File: src/rtl/potato1_pkg.sv
// Shared definitions for the potato1 datapath: command bit positions,
// instruction opcodes, FSM state type and a small decode helper.
package potato1_pkg;

  localparam int CMD_PC_INC = 0;
  localparam int CMD_PC_DEC = 1;
  localparam int CMD_X_INC  = 2;
  localparam int CMD_X_DEC  = 3;
  localparam int CMD_A_INC  = 4;
  localparam int CMD_A_DEC  = 5;
  localparam int CMD_PUT    = 6;
  localparam int CMD_GET    = 7;

  localparam logic [3:0] OP_PC_INC     = 4'h0;
  localparam logic [3:0] OP_PC_DEC     = 4'h1;
  localparam logic [3:0] OP_X_INC      = 4'h2;
  localparam logic [3:0] OP_X_DEC      = 4'h3;
  localparam logic [3:0] OP_A_INC      = 4'h4;
  localparam logic [3:0] OP_A_DEC      = 4'h5;
  localparam logic [3:0] OP_PUT        = 4'h6;
  localparam logic [3:0] OP_GET        = 4'h7;
  localparam logic [3:0] OP_LOOP_BEGIN = 4'h8;
  localparam logic [3:0] OP_LOOP_END   = 4'h9;
  localparam logic [3:0] OP_HALT       = 4'hF;

  typedef enum logic [1:0] {
    ST_IDLE     = 2'b00,
    ST_PUT_WAIT = 2'b01,
    ST_GET_WAIT = 2'b10
  } state_t;

  // An INC/DEC pair cancels out, so a step happens only when one side is alone.
  function automatic logic step_only(input logic this_dir, input logic other_dir);
    return this_dir & ~other_dir;
  endfunction

endpackage

File: src/rtl/potato1_data_ram.sv
// Data cell array of the potato1 datapath: read/modify/write of the cell at
// the current data pointer plus the zero flag for that cell.
import potato1_pkg::*;

module potato1_data_ram #(
  parameter int X_WIDTH    = 4,
  parameter int CELL_WIDTH = 8
) (
  input  logic                  clk,
  input  logic                  rst_n,
  input  logic [X_WIDTH-1:0]    addr,
  input  logic                  inc,
  input  logic                  dec,
  input  logic                  wr_en,
  input  logic [CELL_WIDTH-1:0] wr_data,
  output logic [CELL_WIDTH-1:0] rd_data,
  output logic                  zero
);

  logic [CELL_WIDTH-1:0] cells [2**X_WIDTH];

  // Cells are cleared on reset; an input write never coincides with arithmetic.
  always_ff @(posedge clk or negedge rst_n) begin
    if (!rst_n) begin
      for (int i = 0; i < 2**X_WIDTH; i++) cells[i] <= '0;
    end else if (wr_en) begin
      cells[addr] <= wr_data;
    end else if (step_only(inc, dec)) begin
      cells[addr] <= cells[addr] + 1'b1;
    end else if (step_only(dec, inc)) begin
      cells[addr] <= cells[addr] - 1'b1;
    end
  end

  assign rd_data = cells[addr];
  assign zero    = (rd_data == '0);

endmodule

File: src/rtl/potato1_datapath.sv
// potato1 datapath: PC, data pointer, data cells, program memory and I/O
// handshake FSM. Define POTATO1_STEP_COUNT_EN to enable the Step_Count counter.
import potato1_pkg::*;

module potato1_datapath #(
  parameter int PC_WIDTH   = 8,
  parameter int X_WIDTH    = 4,
  parameter int CELL_WIDTH = 8
) (
  input  logic                  Clock,
  input  logic                  Reset_n,
  input  logic [7:0]            Command,
  output logic [3:0]            Instruction,
  output logic                  State,
  output logic                  IOReady,
  input  logic                  Prog_We,
  input  logic [PC_WIDTH-1:0]   Prog_Addr,
  input  logic [3:0]            Prog_Data,
  output logic [CELL_WIDTH-1:0] Out_Data,
  output logic                  Out_Valid,
  input  logic                  Out_Ready,
  input  logic [CELL_WIDTH-1:0] In_Data,
  input  logic                  In_Valid,
  output logic                  In_Ready,
  output logic [15:0]           Step_Count
);

  state_t                state;
  logic [PC_WIDTH-1:0]   pc;
  logic [X_WIDTH-1:0]    x;
  logic [CELL_WIDTH-1:0] cell_rd;
  logic                  cell_zero;
  logic                  idle;
  logic                  get_done;
  logic [3:0]            prog_mem [2**PC_WIDTH];

  assign idle     = (state == ST_IDLE);
  assign get_done = (state == ST_GET_WAIT) && In_Valid && In_Ready;

  potato1_data_ram #(
    .X_WIDTH    (X_WIDTH),
    .CELL_WIDTH (CELL_WIDTH)
  ) u_data_ram (
    .clk     (Clock),
    .rst_n   (Reset_n),
    .addr    (x),
    .inc     (idle && Command[CMD_A_INC]),
    .dec     (idle && Command[CMD_A_DEC]),
    .wr_en   (get_done),
    .wr_data (In_Data),
    .rd_data (cell_rd),
    .zero    (cell_zero)
  );

  // Program memory is loaded externally and deliberately survives reset.
  always_ff @(posedge Clock) begin
    if (Prog_We) prog_mem[Prog_Addr] <= Prog_Data;
  end

  always_ff @(posedge Clock or negedge Reset_n) begin
    if (!Reset_n) begin
      pc <= '0;
      x  <= '0;
    end else if (idle) begin
      if (step_only(Command[CMD_PC_INC], Command[CMD_PC_DEC]))      pc <= pc + 1'b1;
      else if (step_only(Command[CMD_PC_DEC], Command[CMD_PC_INC])) pc <= pc - 1'b1;
      if (step_only(Command[CMD_X_INC], Command[CMD_X_DEC]))        x <= x + 1'b1;
      else if (step_only(Command[CMD_X_DEC], Command[CMD_X_INC]))   x <= x - 1'b1;
    end
  end

  // PUT wins over GET when both are requested in the same command.
  always_ff @(posedge Clock or negedge Reset_n) begin
    if (!Reset_n) begin
      state     <= ST_IDLE;
      Out_Data  <= '0;
      Out_Valid <= 1'b0;
      In_Ready  <= 1'b0;
    end else begin
      case (state)
        ST_IDLE: begin
          if (Command[CMD_PUT]) begin
            Out_Data  <= cell_rd;
            Out_Valid <= 1'b1;
            state     <= ST_PUT_WAIT;
          end else if (Command[CMD_GET]) begin
            In_Ready <= 1'b1;
            state    <= ST_GET_WAIT;
          end
        end
        ST_PUT_WAIT: begin
          if (Out_Valid && Out_Ready) begin
            Out_Valid <= 1'b0;
            state     <= ST_IDLE;
          end
        end
        ST_GET_WAIT: begin
          if (In_Valid && In_Ready) begin
            In_Ready <= 1'b0;
            state    <= ST_IDLE;
          end
        end
        default: begin
          Out_Valid <= 1'b0;
          In_Ready  <= 1'b0;
          state     <= ST_IDLE;
        end
      endcase
    end
  end

  assign Instruction = prog_mem[pc];
  assign State       = cell_zero;
  assign IOReady     = idle;

`ifdef POTATO1_STEP_COUNT_EN
  logic [15:0] step_count;

  always_ff @(posedge Clock or negedge Reset_n) begin
    if (!Reset_n) begin
      step_count <= '0;
    end else if (idle && (Command != 8'h00) && (step_count != 16'hFFFF)) begin
      step_count <= step_count + 1'b1;
    end
  end

  assign Step_Count = step_count;
`else
  assign Step_Count = 16'h0000;
`endif

endmodule

File: config.mk
export PLATFORM = sky130hd
export DESIGN_NAME = potato1_datapath
export DESIGN_NICKNAME = d
export VERILOG_FILES = /design/src/rtl/potato1_pkg.sv /design/src/rtl/potato1_data_ram.sv /design/src/rtl/potato1_datapath.sv
export SDC_FILE = /design/constraint.sdc
export NUM_CORES = 1
export LEC_CHECK = 0
export BUFFER_PORTS_ARGS = -buffer_cell sky130_fd_sc_hd__buf_4
export CORE_UTILIZATION = 40
export CTS_BUF_LIST = sky130_fd_sc_hd__clkbuf_8
export CTS_CLUSTER_DIAMETER = 120
export DETAILED_ROUTE_END_ITERATION = 8
export SETUP_SLACK_MARGIN = 0.4
export SLEW_MARGIN = 5
export SYNTH_ARGS = -nofsm -noshare
export SYNTH_HDL_FRONTEND = slang
export SYNTH_HIERARCHICAL = 1
export SYNTH_SLANG_ARGS = --single-unit
File: constraint.sdc
create_clock -name Clock -period 4 [get_ports Clock]
set_clock_uncertainty 0.05 [all_clocks]
set_input_delay 1 -clock Clock [delete_from_list [all_inputs] [get_ports Clock]]
set_output_delay 1 -clock Clock [all_outputs]
set_load 0.02 [all_outputs]
==> impl_results.html, run 1 <==
<table>
<tr><th>Metric</th><th>Value</th></tr>
<tr><th colspan="2">Status</th></tr>
<tr><td>Status</td><td>finished with violations</td></tr>
<tr><td>Failing checks</td><td>setup timing</td></tr>
<tr><th colspan="2">STA</th></tr>
<tr><td>Highest clock rate</td><td>0.212 GHz</td></tr>
<tr><td>Total negative setup slack</td><td>-3.26 ns</td></tr>
<tr><td>Number of failing hold endpoints at the final stage</td><td>0</td></tr>
<tr><td>Setup violation total in the final timing report</td><td>5</td></tr>
<tr><td>Min setup slack post-route</td><td>-0.715 ns</td></tr>
<tr><td>Remaining max-slew budget at the tightest pin</td><td>0.471</td></tr>
<tr><td>Fraction of the cycle the final worst path needs</td><td>1.18</td></tr>
<tr><td>Unrepaired setup endpoints after global routing</td><td>true</td></tr>
<tr><td>Minimum period implied by the final worst setup slack</td><td>4.71 ns</td></tr>
<tr><td>Pin slew with the least headroom to its limit</td><td>0.793 ns</td></tr>
<tr><td>Total count of max-transition violations in the final report</td><td>0</td></tr>
<tr><th colspan="2">Placed design</th></tr>
<tr><td>DP Wirelength</td><td>82.4 mm</td></tr>
<tr><td>RD Place Congestion</td><td>0.837</td></tr>
<tr><td>Number of port buffers</td><td>48</td></tr>
<tr><td>Total instance count after detailed placement</td><td>4617</td></tr>
<tr><td>DP Worst Slack</td><td>-0.319 ns</td></tr>
<tr><th colspan="2">Pwr</th></tr>
<tr><td>Static leakage power</td><td>19.3 nW</td></tr>
<tr><td>Worst ir drop on vdd</td><td>0.549 mV</td></tr>
<tr><td>Power per standard cell area</td><td>695 nW/um^2</td></tr>
<tr><th colspan="2">Logic synthesis</th></tr>
<tr><td>Fraction of synthesized cell area taken by the top area cell type</td><td>0.627</td></tr>
<tr><td>Synthesized-area fraction occupied by ao, oa, aoi and oai cells</td><td>0.0504</td></tr>
<tr><td>Proportion of synthesized flip-flops having asynchronous set or reset</td><td>0.129</td></tr>
<tr><td>Share of synthesized area spent on multiplexers</td><td>0.149</td></tr>
<tr><td>Number of synthesized flops with an enable pin</td><td>1024</td></tr>
<tr><td>Xor-xnor portion of the synthesized cell area</td><td>0.00250</td></tr>
<tr><td>Portion of the post-synthesis area used by sequential elements</td><td>0.704</td></tr>
<tr><td>Combinational family with the most area after synthesis</td><td>multiplexers</td></tr>
<tr><td>Most frequently used flop master after synthesis</td><td>sky130_fd_sc_hd__edfxtp_1</td></tr>
<tr><td>Leading cell types by total area after synthesis</td><td>sky130_fd_sc_hd__edfxtp_1, sky130_fd_sc_hd__mux4_2, sky130_fd_sc_hd__dfrtp_1</td></tr>
<tr><td>Post-Synth Adder-Cell Area</td><td>0.00464</td></tr>
<tr><td>Synthesis-stage register bit count</td><td>1176</td></tr>
<tr><td>Count of cell types in the netlist</td><td>83</td></tr>
<tr><td>Biggest area consumer among synthesized cells</td><td>sky130_fd_sc_hd__edfxtp_1</td></tr>
<tr><td>Synthesized-area fraction occupied by and/or/nand/nor cells</td><td>0.0620</td></tr>
<tr><td>Syn. warnings</td><td>6</td></tr>
<tr><td>Synthesized netlist cell count</td><td>2893</td></tr>
<tr><td>Cell area after technology mapping</td><td>49100 sq um</td></tr>
<tr><td>Synthesized area per cell</td><td>17.0 sq um</td></tr>
<tr><th colspan="2">Die</th></tr>
<tr><td>DIE AREA</td><td>124000 sq um</td></tr>
<tr><td>Horizontal die dimension</td><td>352 um</td></tr>
<tr><td>Count of pins on the block boundary</td><td>65</td></tr>
<tr><td>Die Span Y</td><td>352 um</td></tr>
<tr><td>FP Rows</td><td>128</td></tr>
<tr><td>Core Region</td><td>122000 sq um</td></tr>
<tr><td>Starting density of the core</td><td>0.403</td></tr>
<tr><th colspan="2">Drt</th></tr>
<tr><td>Router iterations before antenna repair</td><td>5</td></tr>
<tr><td>Post-route DRC</td><td>0</td></tr>
<tr><td>Number of routed nets with antenna violations</td><td>0</td></tr>
<tr><td>Total routed wirelength</td><td>127 mm</td></tr>
<tr><td>Final routed wire length divided by cell count</td><td>25.4 um</td></tr>
<tr><td>Via count of the routed design</td><td>28100</td></tr>
<tr><td>Number of violations reported at the end of detailed-routing iteration 0</td><td>2802</td></tr>
<tr><td>Number of vias per cell</td><td>5.63</td></tr>
<tr><th colspan="2">CTS</th></tr>
<tr><td>TritonCTS Buffers</td><td>190</td></tr>
<tr><td>Hold bufs inserted after CTS</td><td>0</td></tr>
<tr><td>Clock Latency Late Sink</td><td>0.88 ns</td></tr>
<tr><td>Htree depth</td><td>4</td></tr>
<tr><td>Clk sink count</td><td>1176</td></tr>
<tr><td>Clock-pin slew of the registers on the worst-case setup and hold paths</td><td>0.06 ns</td></tr>
<tr><td>CTS max path bufs</td><td>3</td></tr>
<tr><td>CTS Root Buffer Type</td><td>sky130_fd_sc_hd__clkbuf_8</td></tr>
<tr><td>CTS tree</td><td>done</td></tr>
<tr><th colspan="2">Layout</th></tr>
<tr><td>Register cell area after layout</td><td>34600 sq um</td></tr>
<tr><td>Fraction of final layout cells sized beyond drive strength 1</td><td>0.267</td></tr>
<tr><td>Count of filler cells inserted in the layout</td><td>10400</td></tr>
<tr><td>Nets</td><td>3268</td></tr>
<tr><td>Multi-input gate area</td><td>13600 sq um</td></tr>
<tr><td>Area growth syn-to-layout</td><td>15.9%</td></tr>
<tr><td>Top library cells by usage in the layout, fill and taps aside</td><td>sky130_fd_sc_hd__edfxtp_1, sky130_fd_sc_hd__nor2_1, sky130_fd_sc_hd__buf_4</td></tr>
<tr><td>Core utilization of the finished layout</td><td>0.467</td></tr>
<tr><td>Commonest non-fill, non-tap cell in the layout</td><td>sky130_fd_sc_hd__edfxtp_1</td></tr>
<tr><td>Fin cells</td><td>4996</td></tr>
<tr><th colspan="2">Run</th></tr>
<tr><td>Count of maximum capacitance violations</td><td>0</td></tr>
<tr><th colspan="2">Worst hold path</th></tr>
<tr><td>Tightest Hold Check Type</td><td>input port to async pin</td></tr>
<tr><th colspan="2">Critical path</th></tr>
<tr><td>Top cell family by delay on the critical path</td><td>multiplexers</td></tr>
<tr><td>Critical-path cell list</td><td>buf_12, mux4_2, mux2_4, a22o_1, o31ai_2, o21ai_1, buf_4, a31oi_4, buf_6, nor4_4, buf_4, buf_6</td></tr>
<tr><td>Critical Path End Type</td><td>output port</td></tr>
<tr><td>Maximum net fanout on the critical path</td><td>5</td></tr>
<tr><td>Master of the slowest instance on the critical path</td><td>sky130_fd_sc_hd__dfrtp_4</td></tr>
<tr><td>CP max stage delay</td><td>0.52 ns</td></tr>
<tr><td>Buf+Inv Stages, Crit Path</td><td>5</td></tr>
<tr><td>Required time worst endpoint</td><td>2.95 ns</td></tr>
<tr><td>Data arrival, critical path</td><td>3.66 ns</td></tr>
<tr><td>Start-to-end type of the worst setup path</td><td>register to output port</td></tr>
<tr><td>Critical path launch point type</td><td>register</td></tr>
<tr><th colspan="2">Global routing</th></tr>
<tr><td>Pin count of the biggest net entering global routing</td><td>124</td></tr>
<tr><td>Global-route wire length before repair</td><td>188 mm</td></tr>
<tr><td>Overall global routing resource usage</td><td>0.203</td></tr>
<tr><td>Via count of the first global-routing pass</td><td>29100</td></tr>
<tr><td>Number of antenna violations at the first check in global routing</td><td>6</td></tr>
<tr><td>Grt ovf</td><td>0</td></tr>
</table>
==> where the power goes <==
group	internal, mW	switching [mW]
logic	7.10	8.10
clock network	4.89	4.76
registers	14.1	0.609
==> final timing paths <==
| check | startpoint | slack (ns) | to | cells past startpoint |
|---|---|---|---|---|
| max | pc[0]$_DFFE_PN0P_ | -0.71 | Instruction[0] | 12 |
| min | Reset_n | 0.07 | state[0]$_DFFE_PN0P_ | 1 |
| max reg2reg | x[0]$_DFFE_PN0P_ | 0.49 | u_data_ram/cells[69]$_DFFE_PN0P_ | 12 |
| min reg2reg | u_data_ram/cells[112]$_DFFE_PN0P_ | 0.42 | u_data_ram/cells[112]$_DFFE_PN0P_ | 2 |
| max in group asynchronous | Reset_n | 2.75 | Out_Data[7]$_DFFE_PN0P_ | 3 |
| min in group Clock | In_Valid | 0.28 | In_Ready$_DFFE_PN0P_ | 2 |
==> per-stage QoR <==
| stage | area (sq um) | total power [mW] | hold WS (ns) |
|---|---|---|---|
| after global routing | 56900 | 41.2 | 0.0707 |
| after floorplan | 49100 | 23.6 | 0.392 |
| after CTS | 56600 | 39.2 | 0.00598 |
| after detailed placement | 52500 | 28.7 | 0.412 |
| final | 56900 | 39.5 | 0.0701 |
| after global placement | 52500 | 28.4 | 0.406 |
==> metal layers <==
layer  global-route usage  vias to the layer above  part of all wire
li1                     -                    12100                 -
met1                0.270                    14600              0.41
met2                0.337                     1211              0.49
met3               0.0407                      217             0.075
met4               0.0622                        0             0.025
met5                    0                        -                 0
==> worst reg2reg max path, stage by stage (launching register included) <==
cell	delay (ns)
sky130_fd_sc_hd__dfrtp_4	0.42
sky130_fd_sc_hd__buf_12	0.14
sky130_fd_sc_hd__buf_4	0.13
sky130_fd_sc_hd__buf_4	0.15
sky130_fd_sc_hd__mux4_1	0.57
sky130_fd_sc_hd__a22oi_2	0.21
sky130_fd_sc_hd__nand2_2	0.12
sky130_fd_sc_hd__buf_4	0.18
sky130_fd_sc_hd__or4_4	0.51
sky130_fd_sc_hd__o22ai_4	0.31
sky130_fd_sc_hd__clkbuf_16	0.24
sky130_fd_sc_hd__mux2i_1	0.21
sky130_fd_sc_hd__o211ai_1	0.12
==> sequential cells by signal, summed over array words and instances (netlist names) <==
register          flops
pc                    8
u_data_ram/cells    128
prog_mem           1024
Out_Data              8
In_Ready              1
x                     4
Out_Valid             1
state                 2
==> cell type report <==
type,count,area share
sequential,1176,0.608
multi-input combinational,1506,0.240
timing repair buffer,329,0.0545
clock buffer,197,0.0477
tap,1625,0.0357
clock inverter,146,0.0137
inverter,15,0.000990
antenna,2,0.0000880
==> synth_stat cells (6+ instances only) <==
cell / n
sky130_fd_sc_hd__a22oi_1: 30
sky130_fd_sc_hd__a21oi_1: 55
sky130_fd_sc_hd__nor2b_1: 31
sky130_fd_sc_hd__o21ai_0: 59
sky130_fd_sc_hd__buf_1: 6
sky130_fd_sc_hd__a41oi_1: 6
sky130_fd_sc_hd__nor2_1: 306
sky130_fd_sc_hd__mux2_2: 29
sky130_fd_sc_hd__dfrtp_1: 152
sky130_fd_sc_hd__mux4_2: 204
sky130_fd_sc_hd__o21ai_1: 43
sky130_fd_sc_hd__a31oi_1: 6
sky130_fd_sc_hd__nand4_1: 18
sky130_fd_sc_hd__o22ai_1: 47
sky130_fd_sc_hd__buf_6: 21
sky130_fd_sc_hd__xnor2_1: 10
sky130_fd_sc_hd__mux4_1: 46
sky130_fd_sc_hd__a21o_1: 7
sky130_fd_sc_hd__buf_2: 50
sky130_fd_sc_hd__ha_1: 15
sky130_fd_sc_hd__inv_1: 12
sky130_fd_sc_hd__nor3_1: 46
sky130_fd_sc_hd__a211o_1: 6
sky130_fd_sc_hd__nand2_1: 190
sky130_fd_sc_hd__and2_1: 6
sky130_fd_sc_hd__nand3_1: 49
sky130_fd_sc_hd__a41oi_2: 9
sky130_fd_sc_hd__clkbuf_1: 91
sky130_fd_sc_hd__nand2b_1: 12
sky130_fd_sc_hd__o31ai_1: 17
sky130_fd_sc_hd__edfxtp_1: 1024
sky130_fd_sc_hd__o211ai_1: 30
sky130_fd_sc_hd__buf_4: 34
sky130_fd_sc_hd__mux2i_1: 120
sky130_fd_sc_hd__a211oi_1: 20
==> cells by family after synthesis <==
family / Yosys count
compound gates: 369
xor+xnor: 14
fa+ha+maj: 17
buf+inv: 226
flops: 1176
mux: 399
other cells: 1
simple gates: 691
==> what timing repair did <==
| item | in CTS | in global routing |
|---|---|---|
| setup endpoints to repair | 52 | 39 |
| gates cloned | 3 | 2 |
| gates resized for setup | 87 | 23 |
| pin swaps | 23 | 7 |
| setup buffers | 15 | 14 |
No activity file was read; power rests on OpenSTA's default activity.
==> run 2, diff against run 1 <==
CELL_PAD_IN_SITES_DETAIL_PLACEMENT = 1   (was unset)
CELL_PAD_IN_SITES_GLOBAL_PLACEMENT = 1   (was unset)
GPL_ROUTABILITY_DRIVEN = 0   (was unset)
PLACE_DENSITY_LB_ADDON = 0.1   (was unset)
==> run 2 against run 1 <==
- the run still ends with setup timing left
- global-route usage rose by 2.8 points
- sequential share of layout area fell by 0.33 points
- non-clock buffer count rose by 1
==> impl_results.html, run 2 (same netlist as run 1, synthesis figures left out) <==
<table>
<tr><th>Metric</th><th>Value</th></tr>
<tr><th colspan="2">Critical path</th></tr>
<tr><td>Start-to-end type of the worst setup path</td><td>register to output port</td></tr>
<tr><td>Reg2Reg Depth</td><td>10 (-2)</td></tr>
<tr><td>Maximum net fanout on the critical path</td><td>32 (+27)</td></tr>
<tr><td>Required time worst endpoint</td><td>2.95 ns (about the same)</td></tr>
<tr><td>Critical Path End Type</td><td>output port</td></tr>
<tr><td>Critical path launch point type</td><td>register</td></tr>
<tr><td>Data arrival, critical path</td><td>3.78 ns (+0.12 ns)</td></tr>
<tr><th colspan="2">Global routing</th></tr>
<tr><td>Pin count of the biggest net entering global routing</td><td>111 (-10%)</td></tr>
<tr><td>Via count of the first global-routing pass</td><td>30000 (+3.2%)</td></tr>
<tr><td>Overall global routing resource usage</td><td>0.231 (+0.0283)</td></tr>
<tr><td>Global-route wire length before repair</td><td>208 mm (+11%)</td></tr>
<tr><td>Grt ovf</td><td>0 (unchanged)</td></tr>
<tr><td>Number of antenna violations at the first check in global routing</td><td>4 (-2)</td></tr>
<tr><th colspan="2">CTS</th></tr>
<tr><td>CTS Root Buffer Type</td><td>sky130_fd_sc_hd__clkbuf_8</td></tr>
<tr><td>Clock Latency Late Sink</td><td>0.90 ns (+0.02 ns)</td></tr>
<tr><td>CTS tree</td><td>done</td></tr>
<tr><td>CTS max path bufs</td><td>3 (unchanged)</td></tr>
<tr><td>Htree depth</td><td>4 (unchanged)</td></tr>
<tr><td>Clk sink count</td><td>1176 (unchanged)</td></tr>
<tr><td>Hold bufs inserted after CTS</td><td>0 (unchanged)</td></tr>
<tr><td>Clock-pin slew of the registers on the worst-case setup and hold paths</td><td>0.06 ns (about the same)</td></tr>
<tr><td>TritonCTS Buffers</td><td>199 (+4.7%)</td></tr>
<tr><th colspan="2">STA</th></tr>
<tr><td>Total negative setup slack</td><td>-3.41 ns (-0.154 ns)</td></tr>
<tr><td>Remaining max-slew budget at the tightest pin</td><td>0.263 (-0.208)</td></tr>
<tr><td>Fraction of the cycle the final worst path needs</td><td>1.21 (+0.0285)</td></tr>
<tr><td>Number of failing hold endpoints at the final stage</td><td>0 (unchanged)</td></tr>
<tr><td>Highest clock rate</td><td>0.207 GHz (-2.4%)</td></tr>
<tr><td>Unrepaired setup endpoints after global routing</td><td>true</td></tr>
<tr><td>Setup violation total in the final timing report</td><td>5 (unchanged)</td></tr>
<tr><td>Worst slack on hold paths</td><td>0.213 ns (+0.143 ns)</td></tr>
<tr><td>Pin slew with the least headroom to its limit</td><td>1.10 ns (+0.312 ns)</td></tr>
<tr><td>Minimum period implied by the final worst setup slack</td><td>4.83 ns (+0.114 ns)</td></tr>
<tr><td>Min setup slack post-route</td><td>-0.829 ns (-0.114 ns)</td></tr>
<tr><td>Total count of max-transition violations in the final report</td><td>0 (unchanged)</td></tr>
<tr><th colspan="2">Layout</th></tr>
<tr><td>Register cell area after layout</td><td>34600 sq um (about the same)</td></tr>
<tr><td>Nets</td><td>3278 (+0.31%)</td></tr>
<tr><td>Fin cells</td><td>5010 (+0.28%)</td></tr>
<tr><td>Area growth syn-to-layout</td><td>16.6%</td></tr>
<tr><td>Fraction of final layout cells sized beyond drive strength 1</td><td>0.272 (+0.00472)</td></tr>
<tr><td>Number of flip-flops in the largest register</td><td>1024 (unchanged)</td></tr>
<tr><td>Largest registers</td><td>prog_mem: 1024 flops, u_data_ram/cells: 128 flops</td></tr>
<tr><td>Multi-input gate area</td><td>13600 sq um (-0.11%)</td></tr>
<tr><td>Count of filler cells inserted in the layout</td><td>11700 (+13%)</td></tr>
<tr><td>Most flop-heavy register</td><td>prog_mem</td></tr>
<tr><td>Top library cells by usage in the layout, fill and taps aside</td><td>sky130_fd_sc_hd__edfxtp_1, sky130_fd_sc_hd__nor2_1, sky130_fd_sc_hd__buf_4</td></tr>
<tr><td>Commonest non-fill, non-tap cell in the layout</td><td>sky130_fd_sc_hd__edfxtp_1</td></tr>
<tr><th colspan="2">Die</th></tr>
<tr><td>Count of pins on the block boundary</td><td>65 (unchanged)</td></tr>
<tr><td>Horizontal die dimension</td><td>352 um (unchanged)</td></tr>
<tr><td>Core Region</td><td>122000 sq um (unchanged)</td></tr>
<tr><td>Starting density of the core</td><td>0.403 (unchanged)</td></tr>
<tr><td>Die Span Y</td><td>352 um (unchanged)</td></tr>
<tr><td>FP Rows</td><td>128 (unchanged)</td></tr>
<tr><td>DIE AREA</td><td>124000 sq um (unchanged)</td></tr>
<tr><th colspan="2">Placed design</th></tr>
<tr><td>DP Worst Slack</td><td>-0.372 ns (-0.0535 ns)</td></tr>
<tr><td>Number of port buffers</td><td>48 (unchanged)</td></tr>
<tr><td>DP Wirelength</td><td>94.2 mm (+14%)</td></tr>
<tr><td>Total instance count after detailed placement</td><td>4621 (+0.087%)</td></tr>
<tr><th colspan="2">Status</th></tr>
<tr><td>Failing checks</td><td>setup timing</td></tr>
<tr><td>Status</td><td>finished with violations</td></tr>
<tr><th colspan="2">Drt</th></tr>
<tr><td>Router iterations before antenna repair</td><td>5 (unchanged)</td></tr>
<tr><td>Via count of the routed design</td><td>28100 (-0.13%)</td></tr>
<tr><td>Total routed wirelength</td><td>143 mm (+13%)</td></tr>
<tr><td>Number of violations reported at the end of detailed-routing iteration 0</td><td>2303 (-18%)</td></tr>
<tr><td>Number of vias per cell</td><td>5.61 (-0.41%)</td></tr>
<tr><td>Final routed wire length divided by cell count</td><td>28.6 um (+13%)</td></tr>
<tr><td>Number of routed nets with antenna violations</td><td>0 (unchanged)</td></tr>
<tr><td>Post-route DRC</td><td>0 (unchanged)</td></tr>
<tr><th colspan="2">Pwr</th></tr>
<tr><td>Worst ir drop on vdd</td><td>0.529 mV (-3.5%)</td></tr>
<tr><td>Power per standard cell area</td><td>707 nW/um^2 (+1.7%)</td></tr>
<tr><td>Power, Total</td><td>40.4 mW (+2.3%)</td></tr>
<tr><td>Static leakage power</td><td>19.4 nW (+0.90%)</td></tr>
<tr><th colspan="2">Run</th></tr>
<tr><td>Count of maximum capacitance violations</td><td>0 (unchanged)</td></tr>
<tr><th colspan="2">Worst hold path</th></tr>
<tr><td>Tightest Hold Check Type</td><td>input port to async pin</td></tr>
</table>
## run 2: metrics by stage
| stage | cell area, sq um | util |
|---|---|---|
| 2_1_floorplan | 49100 | - |
| 3_3_place_gp | 52600 | 0.432 |
| 3_5_place_dp | 52600 | 0.432 |
| 4_1_cts | 57100 | 0.469 |
| 5_1_grt | 57200 | 0.470 |
| 6_report | 57200 | 0.470 |
## run 2: area by class of cell
type / count / area share
Multi-Input combinational cell: 1506 / 0.238
Tap cell: 1625 / 0.0356
Clock buffer: 206 / 0.0496
Clock inverter: 151 / 0.0136
Sequential cell: 1176 / 0.604
Timing Repair Buffer: 330 / 0.0578
Inverter: 15 / 0.00103
Antenna cell: 1 / 0.0000438
## run 2: final timing paths
path,slack [ns],start,to
worst max-delay path,-0.83,pc[1]$_DFFE_PN0P_,Instruction[2]
worst min-delay path,0.21,Reset_n,state[1]$_DFFE_PN0P_
worst max register to register,0.59,x[0]$_DFFE_PN0P_,u_data_ram/cells[35]$_DFFE_PN0P_
worst min register to register,0.42,u_data_ram/cells[1]$_DFFE_PN0P_,u_data_ram/cells[1]$_DFFE_PN0P_
max in group asynchronous,2.67,Reset_n,u_data_ram/cells[125]$_DFFE_PN0P_
min in group Clock,0.29,Out_Ready,state[0]$_DFFE_PN0P_
## run 2: layer usage
metal	track usage	routed length (um)	up-vias
li1	-	-	12100
met1	0.319	62800	14900
met2	0.366	68000	870
met3	0.0552	9290	228
met4	0.0682	3340	0
met5	0	0	-
## run 2: timing repair
action / in CTS / in global routing
pin swaps: 24 / 9
gates resized for setup: 100 / 32
setup endpoints to repair: 5 / 89
gates cloned: 9 / 1
buffers inserted: 21 / 0
## run 2: power breakdown
part	switching [mW]	internal, mW	leakage (nW)	total (mW)
registers	0.501	14.1	11.1	14.6
logic	8.78	7.16	6.22	15.9
clock network	4.90	5.02	2.08	9.92
## run 2: critical path: stages (launching register included)
cell and delay [ns]:
sky130_fd_sc_hd__dfrtp_4 0.57, sky130_fd_sc_hd__buf_16 0.27, sky130_fd_sc_hd__buf_12 0.23, sky130_fd_sc_hd__mux2i_1 0.33, sky130_fd_sc_hd__o22ai_1 0.14, sky130_fd_sc_hd__a211oi_1 0.41, sky130_fd_sc_hd__buf_4 0.19, sky130_fd_sc_hd__a22oi_1 0.06
sky130_fd_sc_hd__nand3_1 0.21, sky130_fd_sc_hd__nand4_1 0.14, sky130_fd_sc_hd__buf_6 0.16, sky130_fd_sc_hd__buf_4 0.15
